--- src/rtl/multi_seq_det.sv ---
// Multi-channel symbol sequence detector sharing one history shift register.
// Define SEQDET_CNT_EN to build saturating per-channel match counters.
module multi_seq_det #(
    parameter  int unsigned SYM_W = 2,
    parameter  int unsigned DEPTH = 4,
    parameter  int unsigned NPAT  = 2,
    parameter  int unsigned CNT_W = 8,
    localparam int unsigned IDX_W = (NPAT > 1) ? $clog2(NPAT) : 1,
    localparam int unsigned LEN_W = $clog2(DEPTH + 1)
) (
    input  logic                     clk,
    input  logic                     rst_n,
    input  logic                     clr,
    input  logic                     in_valid,
    input  logic [SYM_W-1:0]         in_sym,
    input  logic                     cfg_we,
    input  logic [IDX_W-1:0]         cfg_idx,
    input  logic [DEPTH*SYM_W-1:0]   cfg_pat,
    input  logic [LEN_W-1:0]         cfg_len,
    input  logic                     cfg_ovl,
    output logic [NPAT-1:0]          match,
    output logic [NPAT*CNT_W-1:0]    match_cnt
);

    localparam int unsigned K_W    = (DEPTH > 1) ? $clog2(DEPTH) : 1;
    localparam int unsigned HIST_N = (DEPTH > 1) ? DEPTH - 1 : 1;
    localparam logic [LEN_W-1:0] RST_LEN  = LEN_W'((DEPTH < 3) ? DEPTH : 3);
    localparam logic [K_W-1:0]   FILL_MAX = K_W'(DEPTH - 1);

    typedef logic [SYM_W-1:0] sym_t;
    typedef enum logic {ST_FILL, ST_ARMED} ch_state_e;

    sym_t             hist_q  [HIST_N];
    sym_t             hist_d  [HIST_N];
    sym_t             pat_q   [NPAT][DEPTH];
    sym_t             pat_d   [NPAT][DEPTH];
    logic [LEN_W-1:0] len_q   [NPAT];
    logic [LEN_W-1:0] len_d   [NPAT];
    logic [K_W-1:0]   fill_q  [NPAT];
    logic [K_W-1:0]   fill_d  [NPAT];
    ch_state_e        state_q [NPAT];
    ch_state_e        state_d [NPAT];
    logic [NPAT-1:0]  ovl_q, ovl_d;
    logic [NPAT-1:0]  match_q, match_d;
    logic [NPAT-1:0]  hit_c;

    // Channel is armed once enough usable history precedes the next symbol.
    function automatic ch_state_e arm_state(input logic [K_W-1:0] f, input logic [LEN_W-1:0] l);
        if (l == '0) begin
            return ST_FILL;
        end
        return ((32'(f) + 32'd1) >= 32'(l)) ? ST_ARMED : ST_FILL;
    endfunction

    function automatic sym_t rst_sym(input int unsigned p, input int unsigned k);
        sym_t s;
        s = '0;
        if (p == 0) begin
            case (k)
                0:       s = SYM_W'(1);
                1:       s = SYM_W'(3);
                2:       s = SYM_W'(2);
                default: s = '0;
            endcase
        end else if (p == 1) begin
            case (k)
                0:       s = SYM_W'(1);
                1:       s = SYM_W'(3);
                default: s = '0;
            endcase
        end
        return s;
    endfunction

    function automatic logic [LEN_W-1:0] rst_len(input int unsigned p);
        return (p < 2) ? RST_LEN : '0;
    endfunction

    // Sequence compare: current symbol is the last pattern symbol, history supplies the rest.
    always_comb begin
        hit_c = '0;
        for (int unsigned p = 0; p < NPAT; p++) begin
            if (len_q[p] != '0 && state_q[p] == ST_ARMED) begin
                hit_c[p] = (in_sym == pat_q[p][K_W'(32'(len_q[p]) - 32'd1)]);
                for (int unsigned i = 1; i < DEPTH; i++) begin
                    if (i < 32'(len_q[p])) begin
                        if (hist_q[i-1] != pat_q[p][K_W'(32'(len_q[p]) - 32'd1 - i)]) begin
                            hit_c[p] = 1'b0;
                        end
                    end
                end
            end
        end
    end

    // Next-state: history shift, per-channel fill/state, config writes, match pulse.
    always_comb begin
        hist_d  = hist_q;
        pat_d   = pat_q;
        len_d   = len_q;
        fill_d  = fill_q;
        state_d = state_q;
        ovl_d   = ovl_q;
        match_d = '0;

        if (clr) begin
            for (int unsigned i = 0; i < HIST_N; i++) begin
                hist_d[i] = '0;
            end
            for (int unsigned p = 0; p < NPAT; p++) begin
                fill_d[p] = '0;
            end
        end else if (in_valid) begin
            hist_d[0] = in_sym;
            for (int unsigned i = 1; i < HIST_N; i++) begin
                hist_d[i] = hist_q[i-1];
            end
        end

        for (int unsigned p = 0; p < NPAT; p++) begin
            if (cfg_we && cfg_idx == IDX_W'(p)) begin
                for (int unsigned k = 0; k < DEPTH; k++) begin
                    pat_d[p][k] = cfg_pat[k*SYM_W +: SYM_W];
                end
                len_d[p]  = (cfg_len > LEN_W'(DEPTH)) ? LEN_W'(DEPTH) : cfg_len;
                ovl_d[p]  = cfg_ovl;
                fill_d[p] = '0;
            end else if (!clr && in_valid) begin
                match_d[p] = hit_c[p];
                if (hit_c[p] && !ovl_q[p]) begin
                    fill_d[p] = '0;
                end else if (fill_q[p] != FILL_MAX) begin
                    fill_d[p] = fill_q[p] + K_W'(1);
                end
            end
            state_d[p] = arm_state(fill_d[p], len_d[p]);
        end
    end

    always_ff @(posedge clk or negedge rst_n) begin
        if (!rst_n) begin
            for (int unsigned i = 0; i < HIST_N; i++) begin
                hist_q[i] <= '0;
            end
            for (int unsigned p = 0; p < NPAT; p++) begin
                for (int unsigned k = 0; k < DEPTH; k++) begin
                    pat_q[p][k] <= rst_sym(p, k);
                end
                len_q[p]   <= rst_len(p);
                fill_q[p]  <= '0;
                state_q[p] <= arm_state('0, rst_len(p));
            end
            ovl_q   <= '0;
            match_q <= '0;
        end else begin
            hist_q  <= hist_d;
            pat_q   <= pat_d;
            len_q   <= len_d;
            fill_q  <= fill_d;
            state_q <= state_d;
            ovl_q   <= ovl_d;
            match_q <= match_d;
        end
    end

    assign match = match_q;

`ifdef SEQDET_CNT_EN
    logic [CNT_W-1:0] cnt_q [NPAT];
    logic [CNT_W-1:0] cnt_d [NPAT];

    // Saturating counters advance together with the registered pulse.
    always_comb begin
        cnt_d = cnt_q;
        for (int unsigned p = 0; p < NPAT; p++) begin
            if (clr) begin
                cnt_d[p] = '0;
            end else if (match_d[p] && cnt_q[p] != '1) begin
                cnt_d[p] = cnt_q[p] + CNT_W'(1);
            end
        end
    end

    always_ff @(posedge clk or negedge rst_n) begin
        if (!rst_n) begin
            for (int unsigned p = 0; p < NPAT; p++) begin
                cnt_q[p] <= '0;
            end
        end else begin
            cnt_q <= cnt_d;
        end
    end

    always_comb begin
        match_cnt = '0;
        for (int unsigned p = 0; p < NPAT; p++) begin
            match_cnt[p*CNT_W +: CNT_W] = cnt_q[p];
        end
    end
`else
    assign match_cnt = '0;
`endif

endmodule

--- config.mk ---
export PLATFORM = sky130hd
export DESIGN_NAME = multi_seq_det
export DESIGN_NICKNAME = d
export VERILOG_FILES = /design/src/rtl/multi_seq_det.sv
export SDC_FILE = /design/constraint.sdc
export NUM_CORES = 1
export LEC_CHECK = 0
export ABC_AREA = 1
export CAP_MARGIN = 20
export CORE_MARGIN = 3
export CORE_UTILIZATION = 55
export CTS_CLUSTER_DIAMETER = 50
export DETAILED_ROUTE_END_ITERATION = 10
export GPL_ROUTABILITY_DRIVEN = 1
export PLACE_DENSITY = 0.8
export SLEW_MARGIN = 20
export SYNTH_ARGS = -nofsm -noshare
export SYNTH_HDL_FRONTEND = slang
export SYNTH_SLANG_ARGS = --single-unit
--- constraint.sdc ---
create_clock -name clk -period 3.97 [get_ports clk]
set_clock_uncertainty 0.1 [all_clocks]
set_input_delay 0.9925 -clock clk [delete_from_list [all_inputs] [get_ports clk]]
set_output_delay 0.9925 -clock clk [all_outputs]
set_load 0.1 [all_outputs]
# Word level (Yosys, flattened, before mapping)
# Index checks and enable logic that the tools add are counted.
word_totals:
  register_bits: 38
  elab_cells: 147
  latchBits: 0
  memories: 0
  ram_bits: 0
  mem_bits_ro: 0
classes:
  bitwise_logic: 9
  mux: 64
  add_sub_neg: 12
  n_div: 0
  mul: 0
  shifts: 0
  eq_ne: 10
  reduce_logical: 15
  n_lt_le_gt_ge: 17
op_table:
  columns: ["operator", "n"]
  rows:
  - ["2-to-1 mux 2 bit", 24]
  - ["binary-select mux 2 bit (select 2 bit)", 8]
  - ["2-to-1 mux 1 bit", 26]
  - ["greater-or-equal comparator 3 bit (second input constant)", 8]
  - ["inverter 2 -> 3 bit", 8]
  - ["< comparator 2 x 3 -> 1 bit (first input constant)", 4]
  - ["2-to-1 mux 6 bit", 2]
  - ["inequality test 2 bit", 6]
  - ["subtractor 2 x 1 -> 2 bit (second input constant)", 6]
  - ["2-to-1 mux 3 bit", 3]
  - ["logical AND 1 bit", 7]
  - ["adder 2 x 1 -> 3 bit (second input constant)", 2]
  - ["greater-or-equal comparator 3 bit", 2]
  - ["logical NOT 3 bit", 2]
  - ["< comparator 1 x 3 -> 1 bit (first input constant)", 2]
  - ["nonzero test 3 bit", 2]
  - ["adder 2 x 1 -> 2 bit (second input constant)", 2]
  - ["equality test 2 bit", 2]
  - ["2-to-1 mux 4 bit", 1]
  - ["inequality test 2 bit (second input constant)", 2]
  - ["subtractor 2 bit (second input constant)", 2]
  - ["> comparator 3 bit (second input constant)", 1]
  - ["logical NOT 1 bit", 3]
  - ["nonzero test 2 bit", 1]
  - ["inverter 1 bit", 1]

# Depth between registers and ports, before layout
depth:
  ltp_word: 22
  ltp_mapped: 24

# Worst setup path before layout
# OpenSTA, ideal clock, no wires.
synth_path:
  path_kind: "register -> register"
  from: "reg len_q[3] in the netlist's numbering"
  to: "reg state_q[1] in the netlist's numbering"
  required_time_ps: 3746
  path_buffers: 1
  setup_slack_ps: 845
  arrival_ps: 2901
  stages_incl_launch_ff: 23
  path_cell_list: "dfstp_2 inv_2 buf_6 ha_1 inv_2 nand2_1 nand2_4 nand2_1 nand3_1 nand2_1 nand2_1 nand2_1 nand2_1 nor2_1 nand2_1 nand2_1 a21oi_1 ha_1 ha_1 a21oi_1 nor2_1 o32ai_1 inv_1"
synth_rtl:
  columns: ["item", "line_no", "text"]
  rows:
  - ["start: declaration", "37", "logic [LEN_W-1:0] len_q [NPAT];"]
  - ["start signal: indexed assignment", "149", "len_q[p] <= rst_len(p);"]
  - ["start signal: assignment", "158", "len_q <= len_d;"]
  - ["end signal: indexed assignment", "151", "state_q[p] <= arm_state('0, rst_len(p));"]
  - ["end signal: assignment", "160", "state_q <= state_d;"]
  - ["end: declaration", "41", "ch_state_e state_q [NPAT];"]

==> results.toml <==
[logic_synthesis]
synth_cells = 405
ys_types = 25
synth_edf_count = 0
syn_avg_cell_area_sq_um = 6.72
synth.area.top_cells = "dfrtp_1 (25%), nand2_1 (24%), dfstp_2 (11%)"
synth-main-ff-cell = "dfrtp_1"
syn_area_sq_um = 2720
yosysTopAreaCell = "dfrtp_1"
yosysSeqAreaShare_pct = 35.5
async_flop_share_pct = 100
ys.warnings.count = 0
synth_top_area_share_pct = 24.8
ys_seq_elements = 38

[grt]
grt_usage_pct = 21.8
grt_pass1_wl_microns = 10500
antenna_found_initial = 0
grt_pass1_vias = 2394
grt_max_degree = 39
grt_overflow = 0

[worst_setup_path]
cp-start-kind = "register"
path_class = "reg -> reg"
worstSetupEndpointType = "register"
arrival_ps = 3490
rrSetupSlack_ps = 550
crit_fanout = 14
cp.required_ps = 4050

[timing]
setup_viol = 0
hold_ws_ps = 409
fin_crit_sh_pct = 86.0
clock.fmax_mhz = 293
worst_pin_slew_ps = 964
rsz0062_at_grt = "no"
finalHoldViolations = 0
tns_ps = 0
slew_viol_final = 0
fin_crit_ps = 3420
maxSlewHeadroom_pct = 35.6

[detailed_routing]
drt_first_pass_iters = 4
vias_per_cell = 5.19
wl_met3_microns = 316
dr_wl_met2_microns = 3040
routed.top_layer = "met4"
ant_nets = 0
num_vias = 2569
drc = 0
wire_per_inst_microns = 12.5
wl_microns = 6180
dr.first_iter.drc_count = 140
met1Wirelength_microns = 2760

[clock_network]
clk_latency_ps = 300
htreeDepth = 2
path_clk_slew_ps = 80
cts-root-buf = "clkbuf_8"
clock-sinks = 38
cts_tree = "built"
cts_setup_buffers = 0
hold_buffers = 0
cts_buffer_depth = 2
cts_repair_resize_count = 0
cts_buffers = 5

[finish]
diodes = 0
drive_gt1_share_pct = 9.07
fillers = 412
layout.nets = 461
areaGrowthSynthToFinish_pct = 11.6

[floorplan]
die_h_microns = 76.3
start_util_pct = 59.6
core_sq_um = 4560
dieWidth_microns = 76.3
design.portCount = 38
dieArea_sq_um = 5830
rows = 24

[place]
finalWeightedCongestion = 0.879
dp_hpwl_microns = 4770
portBuffers = 21

[power_and_ir_drop]
power_frac_seq_pct = 36.7
clkPwrFrac_pct = 26.8
swShare_pct = 38.5
powerDensity_nw_per_um2 = 422
p_leak_uw = 0.00161
comb_power_share_pct = 36.5
power_switching_uw = 492
p_int_uw = 788
ir_drop_uv = 210

[outcome]
outcome = "finished, final reports clean"

[hold_path]
min_path_type = "reg -> reg"

[flow_run]
drv_cap = 0
==> sequential cells by signal, summed over array words and instances (netlist names) <==
signal   count
pat_q       16
len_q        6
ovl_q        2
fill_q       4
match        2
hist_q       6
state_q      2
==> path summary, 6_finish.rpt <==
path | end | cells after the start | startpoint
max | state_q[1] | 22 | len_q[3]
min | pat_q[5] | 2 | pat_q[5]
max reg2reg | state_q[1] | 22 | len_q[3]
min reg2reg | pat_q[5] | 2 | pat_q[5]
max in group asynchronous | match[0] | 1 | rst_n
min in group asynchronous | hist_q[0] | 1 | rst_n
==> area by class of cell <==
cell class / instances / area [sq um] / area share [%]
clock inverters: 1 / 30.0 / 0.989
clock buffers: 7 / 86.3 / 2.84
well taps: 65 / 81.3 / 2.68
inverters: 50 / 188 / 6.18
flip-flops and latches: 38 / 965 / 31.8
multi-input cells: 308 / 1440 / 47.5
repair buffers: 26 / 243 / 7.99
==> metal layers <==
metal	global-route usage [%]	up-vias
li1	-	1304
met1	27.0	1191
met2	38.5	63
met3	4.14	11
met4	5.98	0
met5	0	-
==> per-stage QoR <==
| step | power [uW] | setup WS, ps | area (sq um) | utilization [%] | cells |
|---|---|---|---|---|---|
| floorplan | 847 | 845 | 2780 | - | 420 |
| global route | 1360 | 287 | 3040 | 66.5 | 495 |
| global placement | 926 | 537 | 2920 | 64.0 | 487 |
| detailed placement | 937 | 500 | 2920 | 64.0 | 487 |
| CTS | 1280 | 589 | 3040 | 66.5 | 495 |
| finish | 1280 | 554 | 3040 | 66.5 | 495 |
==> synthesized netlist by cell type (5+ instances only) <==
| cell | number |
|---|---|
| dfstp_2 | 11 |
| ha_1 | 12 |
| dfrtp_1 | 27 |
| nand3_1 | 42 |
| nor2_1 | 10 |
| inv_1 | 45 |
| a21oi_1 | 5 |
| o22ai_1 | 6 |
| nand2_2 | 6 |
| nand2_1 | 171 |
| o21ai_0 | 28 |
| buf_4 | 17 |
==> logic make-up (layout without fill, tap and decap cells) <==
group                      after synthesis  after routing  share of synthesized area, %
and+or+nand+nor                        234            234                          35.8
buffers and inverters                   74             84                          13.5
AOI/OAI and AO/OA                       46             46                          9.57
DFF                                     38             38                          35.5
adders and majority gates               12             12                          5.52
other                                    1             16                         0.138
==> worst max-delay path: stages, from the launching register on <==
cell and delay, ps:
dfstp_2 540, inv_2 110, ha_1 460, inv_2 110, nand2_1 120, nand2_4 70, nand2_1 80, nand2_1 50
nand2_1 50, nand2_1 60, nand2_1 90, nand2_1 70, nand2_2 70, nor2_1 40, nand2_1 80, nand2_1 60
a21oi_1 250, ha_1 290, ha_1 260, a21oi_1 140, nor2_1 50, o32ai_1 90, inv_1 60
==> power groups by stage <==
stage	registers [uW]	logic, uW	clock network, uW
after detailed placement	475	463	0
after CTS	469	465	346
after global placement	475	451	0
after global routing	475	525	365
after floorplan	468	379	0
final	470	467	343
==> cells in the final DEF, fill, tap and decap left out <==
cell             instances
o32ai_1                  2
clkbuf_8                 6
nand2_1                171
dfstp_2                 11
nand2_4                  3
inv_1                   45
nand2_2                  6
clkinv_1                 1
o211ai_1                 2
inv_2                    4
a211oi_1                 1
buf_4                    5
dfrtp_1                 27
clkbuf_1                 1
buf_2                    1
nand3_1                 42
nor2_1                  10
nor4_1                   2
o22ai_1                  6
a21oi_1                  5
o21ai_0                 28
bufinv_16                1
conb_1                  16
clkdlybuf4s50_1         20
a21oi_2                  2
ha_1                    12
Note: power is estimated with default switching activity, not from simulation.
